**src/rtl/pipe_hazard_scoreboard.sv**
```systemverilog
// pipe_hazard_scoreboard: ID-stage hazard detection, load-use/multi-cycle stalls and EX forwarding selects.
// Entries track stages 1 (EX) through NSTAGE (WB); rdy names the stage whose output carries the result.
module pipe_hazard_scoreboard #(
  parameter int AW       = 5,
  parameter int NSTAGE   = 3,
  parameter int LOAD_LAT = 1,
  parameter int MCYC_LAT = 4
) (
  input  logic                      clk_i,
  input  logic                      rst_i,
  input  logic                      id_valid_i,
  input  logic [AW-1:0]             id_rs_i,
  input  logic [AW-1:0]             id_rt_i,
  input  logic                      id_rs_use_i,
  input  logic                      id_rt_use_i,
  input  logic [AW-1:0]             id_rd_i,
  input  logic                      id_wen_i,
  input  logic                      id_load_i,
  input  logic                      id_mcyc_i,
  input  logic                      flush_i,
  output logic                      stall_o,
  output logic                      bubble_o,
  output logic                      ex_hold_o,
  output logic [$clog2(NSTAGE)-1:0] fwd_a_o,
  output logic [$clog2(NSTAGE)-1:0] fwd_b_o,
  output logic [31:0]               stall_cnt_o
);
  localparam int FW = $clog2(NSTAGE);
  localparam int RW = $clog2(NSTAGE + 1);
  localparam int CW = $clog2(MCYC_LAT + 1);

  typedef struct packed {
    logic          valid;
    logic [AW-1:0] rd;
    logic          wen;
    logic [RW-1:0] rdy;
    logic [AW-1:0] rs;
    logic [AW-1:0] rt;
    logic          rs_use;
    logic          rt_use;
    logic          mcyc;
  } entry_t;

  entry_t        st [1:NSTAGE];
  entry_t        id_e;
  logic [CW-1:0] cnt;
  logic          hazard;
  logic          mcyc_busy;
  logic          issue;

  function automatic logic prod(input entry_t e, input logic [AW-1:0] opr, input logic use_f);
    return use_f & e.valid & e.wen & (e.rd != '0) & (e.rd == opr);
  endfunction

  always_comb begin
    id_e = '{valid: 1'b1, rd: id_rd_i, wen: id_wen_i,
             rdy: id_load_i ? RW'(1 + LOAD_LAT) : RW'(1),
             rs: id_rs_i, rt: id_rt_i, rs_use: id_rs_use_i, rt_use: id_rt_use_i,
             mcyc: id_mcyc_i};
    hazard = 1'b0;
    // A producer still short of its rdy stage cannot be forwarded to the next EX cycle.
    for (int s = 1; s <= NSTAGE; s++)
      if (s + 1 <= int'(st[s].rdy) &&
          (prod(st[s], id_rs_i, id_rs_use_i) || prod(st[s], id_rt_i, id_rt_use_i)))
        hazard = 1'b1;
    hazard    = hazard & id_valid_i;
    mcyc_busy = st[1].valid & st[1].mcyc & (cnt != '0);
    stall_o   = mcyc_busy | (hazard & ~flush_i);
    ex_hold_o = mcyc_busy;
    issue     = id_valid_i & ~stall_o & ~flush_i;
    bubble_o  = ~mcyc_busy & ~issue;
  end

  always_comb begin
    fwd_a_o = '0;
    fwd_b_o = '0;
    // Descending scan so the youngest (smallest t) matching producer wins.
    for (int t = NSTAGE; t >= 2; t--) begin
      if (st[1].valid && t > int'(st[t].rdy) && prod(st[t], st[1].rs, st[1].rs_use))
        fwd_a_o = FW'(t - 1);
      if (st[1].valid && t > int'(st[t].rdy) && prod(st[t], st[1].rt, st[1].rt_use))
        fwd_b_o = FW'(t - 1);
    end
  end

  always_ff @(posedge clk_i) begin
    if (rst_i) begin
      for (int s = 1; s <= NSTAGE; s++) st[s] <= '0;
      cnt         <= '0;
      stall_cnt_o <= '0;
    end else begin
      stall_cnt_o <= stall_cnt_o + 32'(stall_o);
      for (int s = 3; s <= NSTAGE; s++) st[s] <= st[s-1];
      st[2] <= mcyc_busy ? '0 : st[1];
      if (!mcyc_busy) st[1] <= issue ? id_e : '0;
      cnt <= issue ? (id_mcyc_i ? CW'(MCYC_LAT - 1) : '0) : (cnt != '0 ? cnt - 1'b1 : cnt);
    end
  end
endmodule

```
**config.mk**
```make
export PLATFORM = sky130hd
export DESIGN_NAME = pipe_hazard_scoreboard
export DESIGN_NICKNAME = d
export VERILOG_FILES = /design/src/rtl/pipe_hazard_scoreboard.sv
export SDC_FILE = /design/constraint.sdc
export NUM_CORES = 1
export LEC_CHECK = 0
export BUFFER_PORTS_ARGS = -buffer_cell sky130_fd_sc_hd__buf_2
export CAP_MARGIN = 20
export CELL_PAD_IN_SITES_DETAIL_PLACEMENT = 0
export CELL_PAD_IN_SITES_GLOBAL_PLACEMENT = 1
export CORE_ASPECT_RATIO = 0.9
export CORE_UTILIZATION = 43
export CTS_CLUSTER_SIZE = 10
export DETAILED_ROUTE_END_ITERATION = 12
export HOLD_SLACK_MARGIN = 0.15
export PLACE_DENSITY_LB_ADDON = 0.15
export REMOVE_ABC_BUFFERS = 1
export SETUP_SLACK_MARGIN = 0.05
export SYNTH_ARGS = -nofsm -noshare
export SYNTH_HDL_FRONTEND = slang
export SYNTH_SLANG_ARGS = --single-unit
```
**constraint.sdc**
```tcl
create_clock -name clk_i -period 3.95 [get_ports clk_i]
set_clock_uncertainty 0.15 [all_clocks]
set_input_delay 0.1975 -clock clk_i [delete_from_list [all_inputs] [get_ports clk_i]]
set_output_delay 0.1975 -clock clk_i [all_outputs]
set_load 0.05 [all_outputs]
```
==> impl_metrics.yaml, run 1 <==
finish:
  layout_common_cells: "buf_2 (62), dfxtp_1 (53), nor2_1 (43)"
  post-route-util_pct: 54.9
  diodes: 0
  final_common_cell: "buf_2"
  num-fill-cells: 718
  register_area_um2: 1720
  fin_area_um2: 4180
  fin_nets: 448
  drive_above_1_share_pct: 20.2
  area_growth_pct: 21.9
  multi_input_area_um2: 1630
synth:
  synthXorXnorAreaFrac_pct: 17.9
  synthMuxAreaShare_pct: 0.292
  yosysTopAreaCell: "dfxtp_1"
  yosys_warnings: 0
  ys_seq_elements: 75
  syn_inst: 338
  synth_top_family_by_area: "simple AND/OR/NAND/NOR gates"
  synth.area.top_cells: "dfxtp_1 (31%), edfxtp_1 (19%), xor2_1 (9.7%)"
  synth_compound_area_share_pct: 1.97
  post_synth_fa_ha_maj_area_fraction_pct: 1.46
  syn-cell-area_um2: 3430
  netlist.area_leader.share_pct: 30.9
  yosys.area_share.simple_pct: 25.8
  synth_cell_types: 37
  yosysSeqAreaShare_pct: 50.2
  synth_area_per_cell_um2: 10.2
clocking:
  clockRootBuffer: "clkbuf_8"
  clk_pin_slew_worst_paths_ns: 0.08
  cts_made_buffers: 9
  clockBufferDepth: 2
  cts_num_sinks: 75
  cts_tree: "done"
  clkLatencyLatePin_ns: 0.33
  htree_levels: 3
  cts_setup_buffers: 0
sta:
  max_clock_freq_mhz: 296
  worst_pin_slew_ns: 0.880
  finalSetupViolCount: 0
  drv_slew: 0
  final_hold_viol_count: 0
  relSlewSlack_pct: 40.9
  timing.final.crit_share_pct: 85.6
  rsz0062_at_grt: "no"
  fin_tns_setup_ns: 0
  post-route-min-period_ns: 3.38
global_route:
  grt_pass1_vias: 2418
  grt_remaining_overflow: 0
  grt_pass1_wl_um: 11600
  antenna_found_initial: 0
  groute.usage.overall_pct: 18.4
  grt_max_degree: 48
route:
  ant_nets: 0
  drt_drc_violations_left: 0
  dr.first_iter.drc_count: 116
  dr_total_vias: 2553
  dr.pass1.iters: 4
  wirelength_um: 7070
  wl_per_cell_um: 13.6
  viasPerCell: 4.90
placement:
  dp.final_hpwl_um: 5050
  place.port_buffers: 62
  gp_congestion: 0.782
  placed_cell_area_um2: 3800
power:
  pwr_density_cell_nw_per_um2: 359
  ir_worst_vdd_v: 0.000285
  leakage_nw: 1.82
floorplanning:
  fp.dieH_um: 86.7
  core_area_um2: 7620
  die_w_um: 96.2
  num_io_pins: 63
  rows: 30
  start_util_pct: 45.0
  fp.dieArea_um2: 8340
critical_path:
  endpoint_kind: "flip-flop"
  r2r-start: "st[0][41]$_SDFFCE_PN0P_"
  crit_arrival_ns: 3.43
  path_max_fanout: 5
  worst_setup_path_startpoint: "id_rt_i[2]"
  path_class: "primary input to flip-flop"
  required_ns: 4.00
  cp-start-kind: "primary input"
run:
  cap_violations: 0
hold_path:
  hold_path_class: "primary input to flip-flop"
  min_from: "id_valid_i"
run_status:
  status: "complete, no violations"
## flip-flops by register name (all words and copies together) (netlist names)
register     cells
stall_cnt_o     32
st              40
cnt              3
## metrics by stage
step           total power, W  instances  worst slack, ns  hold WS (ns)
3_3_place_gp          0.00100        484            0.676         0.312
2_1_floorplan        0.000954        325            0.574         0.117
3_5_place_dp          0.00100        484            0.656         0.317
4_1_cts               0.00152        520            0.582         0.186
5_1_grt               0.00158        521            0.290         0.207
6_report              0.00150        521            0.570         0.203
## layer usage
layer | GRT usage [%] | wire [um] | vias up
met3 | 5.35 | 294 | 2
met2 | 28.7 | 3240 | 57
li1 | - | - | 1309
met4 | 4.48 | 33 | 0
met5 | 0 | 0 | -
met1 | 25.2 | 3490 | 1185
## repair_timing
item / in CTS / in global routing
endpoints found under the hold margin: 22 / 0
resized for setup: 0 / 0
hold buffers: 20 / 0
## cells in the mapped netlist
master,n
o31ai_1,2
or4b_2,1
nor2_1,43
buf_4,1
nor3_1,5
nor2_2,1
buf_6,1
and4_1,3
a32o_2,1
buf_2,4
xnor2_1,32
and3_1,7
edfxtp_1,22
o22ai_1,2
nand2b_4,1
o21ai_0,2
and2_1,28
mux2i_1,1
nor4_1,6
buf_1,1
nand4_1,16
nand3_1,21
a31o_2,1
a21oi_1,2
clkbuf_1,6
or4_4,1
or3_1,1
nor2b_1,12
dfxtp_1,53
or3b_2,1
xor2_1,38
or4b_4,1
nand2b_1,1
nand2_1,10
inv_1,5
ha_1,4
nor4_4,1
## power by group
part | internal (W) | switching [W]
logic | 0.0000871 | 0.0000820
clock network | 0.000243 | 0.000260
registers | 0.000812 | 0.0000182
total | 0.00114 | 0.000360
## final timing paths
| path | endpoint | slack [ns] | depth (start not counted) |
|---|---|---|---|
| hold reg to reg | st[0][79]$_SDFF_PP0_ | 0.32 | 1 |
| hold / removal | stall_cnt_o[0]$_SDFF_PP0_ | 0.20 | 4 |
| setup / recovery | stall_cnt_o[26]$_SDFF_PP0_ | 0.57 | 14 |
| setup reg to reg | stall_cnt_o[26]$_SDFF_PP0_ | 0.65 | 12 |
## critical path, stage by stage
cell           delay, ns
dlygate4sd3_1       0.55
buf_2               0.17
xnor2_1             0.16
nand4_1             0.10
o22ai_1             0.23
a32o_2              0.24
a31o_2              0.18
ha_1                0.21
ha_1                0.27
nand3_1             0.17
nor3_1              0.56
nand3_1             0.17
xor2_1              0.16
nor2_1              0.05
## layout make-up
class	count	area share, %
Clock buffer	13	3.56
Tap cell	96	2.87
Multi-Input combinational cell	245	38.9
Timing Repair Buffer	84	12.7
Clock inverter	3	0.359
Inverter	5	0.449
Sequential cell	75	41.2
## kinds of logic (layout without fill, tap and decap cells)
group | count (synthesis) | after routing
AO/OA/AOI/OAI | 10 | 10
XOR/XNOR | 70 | 70
adder cells (fa/ha/maj) | 4 | 4
buffers and inverters | 18 | 105
flip-flops | 75 | 75
multiplexers | 1 | 1
AND/OR/NAND/NOR | 160 | 160
Power figures use the tool's default switching activity.
==> inputs of run 2 (changes only) <==
--- a/config.mk
+++ b/config.mk
@@ -10,8 +10,8 @@
 export CELL_PAD_IN_SITES_DETAIL_PLACEMENT = 0
 export CELL_PAD_IN_SITES_GLOBAL_PLACEMENT = 1
 export CORE_ASPECT_RATIO = 0.9
+export CORE_MARGIN = 4
 export CORE_UTILIZATION = 43
-export CTS_CLUSTER_SIZE = 10
 export DETAILED_ROUTE_END_ITERATION = 12
 export HOLD_SLACK_MARGIN = 0.15
 export PLACE_DENSITY_LB_ADDON = 0.15
==> run 2 against run 1 <==
Compared with the run above: global-route usage is 1.7 points lower; critical path depth stayed put; first-iteration DRC count is 41% lower; non-clock buffer count stayed put; setup slack worse by 0.037 ns; register-to-register slack worse by 0.04 ns; sequential share of layout area is 0.58 points lower; final cell count stayed put; combinational power is 2% higher; critical path type unchanged; critical endpoint unchanged; highest routed layer unchanged.
==> impl_metrics.yaml, run 2 (synthesis gave the netlist of run 1 again) <==
run_status:
  status: "complete, no violations"
route:
  viasPerCell: 4.90
  wirelength_um: 7420
  drt_drc_violations_left: 0
  ant_nets: 0
  top_layer: "met4"
  dr.pass1.iters: 4
  wl_per_cell_um: 14.2
  dr.first_iter.drc_count: 68
  m1WireLength_um: 3630
  dr_total_vias: 2553
  dr_wl_met2_um: 3420
  routed-wl-met3_um: 304
clocking:
  clockBufferDepth: 2
  clk_pin_slew_worst_paths_ns: 0.09
  clockRootBuffer: "clkbuf_8"
  cts_num_sinks: 75
  cts_setup_buffers: 0
  htree_levels: 3
  cts_resized: 0
  cts_tree: "done"
  cts_made_buffers: 9
  clkLatencyLatePin_ns: 0.34
sta:
  rsz0062_at_grt: "no"
  max_clock_freq_mhz: 293
  final_hold_viol_count: 0
  worst_pin_slew_ns: 0.869
  relSlewSlack_pct: 41.6
  timing.final.crit_share_pct: 86.5
  drv_slew: 0
  hold_slack_ns: 0.203
  finalSetupViolCount: 0
  post-route-min-period_ns: 3.42
  fin_tns_setup_ns: 0
hold_path:
  min_from: "flush_i"
  hold_path_class: "primary input to flip-flop"
floorplanning:
  num_io_pins: 63
  rows: 30
  start_util_pct: 44.8
  fp.dieArea_um2: 9470
  fp.dieH_um: 92.7
  core_area_um2: 7660
  die_w_um: 102
placement:
  place_inst: 484
  placed_cell_area_um2: 3800
  place.port_buffers: 62
  dp.final_hpwl_um: 5340
  gp_congestion: 0.777
global_route:
  groute.usage.overall_pct: 16.7
  grt_max_degree: 48
  grt_pass1_vias: 2507
  grt_pass1_wl_um: 12400
  grt_remaining_overflow: 0
  antenna_found_initial: 0
finish:
  top_regs: "st: 40 flops, stall_cnt_o: 32 flops, cnt: 3 flops"
  final_common_cell: "buf_2"
  layoutNonFillerInstCount: 521
  top_register: "st"
  largest_register_ffs: 40
  drive_above_1_share_pct: 20.9
  layout_common_cells: "buf_2 (62), dfxtp_1 (53), nor2_1 (43)"
  area_growth_pct: 23.7
  fin_area_um2: 4240
  diodes: 0
  fin_nets: 448
power:
  p_sw_w: 0.000405
  pwr_density_cell_nw_per_um2: 392
  p_clk_share_pct: 39.7
  leakage_nw: 1.84
  combPwrFrac_pct: 10.4
  seqPwrFrac_pct: 49.9
  intPower_w: 0.00126
  sw_frac_of_total_pct: 24.3
  ir_worst_vdd_v: 0.000233
critical_path:
  path_class: "primary input to flip-flop"
  path_max_fanout: 5
  crit_arrival_ns: 3.49
  required_ns: 4.02
  r2r-start: "st[0][60]$_SDFF_PN0_"
  endpoint_kind: "flip-flop"
  worst_setup_path_startpoint: "id_rs_i[4]"
  cp-start-kind: "primary input"
run:
  cap_violations: 0
==> run 2: metrics by stage <==
step | utilization [%] | power, W | setup WS (ns)
after CTS | 55.2 | 0.00168 | 0.580
after global placement | 49.7 | 0.00100 | 0.691
after floorplan | - | 0.000954 | 0.574
after detailed placement | 49.7 | 0.00101 | 0.634
final | 55.4 | 0.00166 | 0.533
after global routing | 55.4 | 0.00174 | 0.255
==> run 2: final cells by class <==
| class | instances | area [um2] |
|---|---|---|
| clock buffers | 9 | 124 |
| clock inverters | 7 | 100 |
| fillers | 729 | 3410 |
| inverters | 5 | 18.8 |
| multi-input cells | 245 | 1630 |
| flip-flops and latches | 75 | 1720 |
| well taps | 96 | 120 |
| repair buffers | 84 | 533 |
==> run 2: what timing repair did <==
action / 4_1_cts / 5_1_grt
setup endpoints to repair: 0 / 0
hold endpoints to repair: 22 / 0
hold buffers: 20 / 0
==> run 2: path summary, 6_finish.rpt <==
path	slack, ns	cells after the start	endpoint
hold reg to reg	0.31	1	st[0][57]$_SDFF_PN0_
hold / removal	0.20	4	cnt[0]$_SDFFE_PP0P_
setup reg to reg	0.61	12	stall_cnt_o[26]$_SDFF_PP0_
setup / recovery	0.53	14	stall_cnt_o[26]$_SDFF_PP0_
==> run 2: worst max-delay path: stages <==
cell,delay (ns)
dlygate4sd3_1,0.55
buf_2,0.15
xnor2_1,0.19
nand4_1,0.12
o22ai_1,0.18
a32o_2,0.23
a31o_2,0.18
ha_1,0.22
ha_1,0.28
nand3_1,0.17
nor3_1,0.61
nand3_1,0.18
xor2_1,0.17
nor2_1,0.05
==> run 2: routing by layer <==
layer	global-route usage, %	vias to the layer above
met1	23.0	1189
li1	-	1309
met4	3.61	0
met3	5.05	7
met5	0	-
met2	25.8	48
==> run 2: power groups by stage <==
stage,Sequential [W],Combinational [W],Clock (W)
floorplan,0.000843,0.000110,0
global placement,0.000847,0.000155,0
detailed placement,0.000848,0.000159,0
CTS,0.000830,0.000175,0.000679
global route,0.000834,0.000194,0.000713
finish,0.000830,0.000173,0.000661
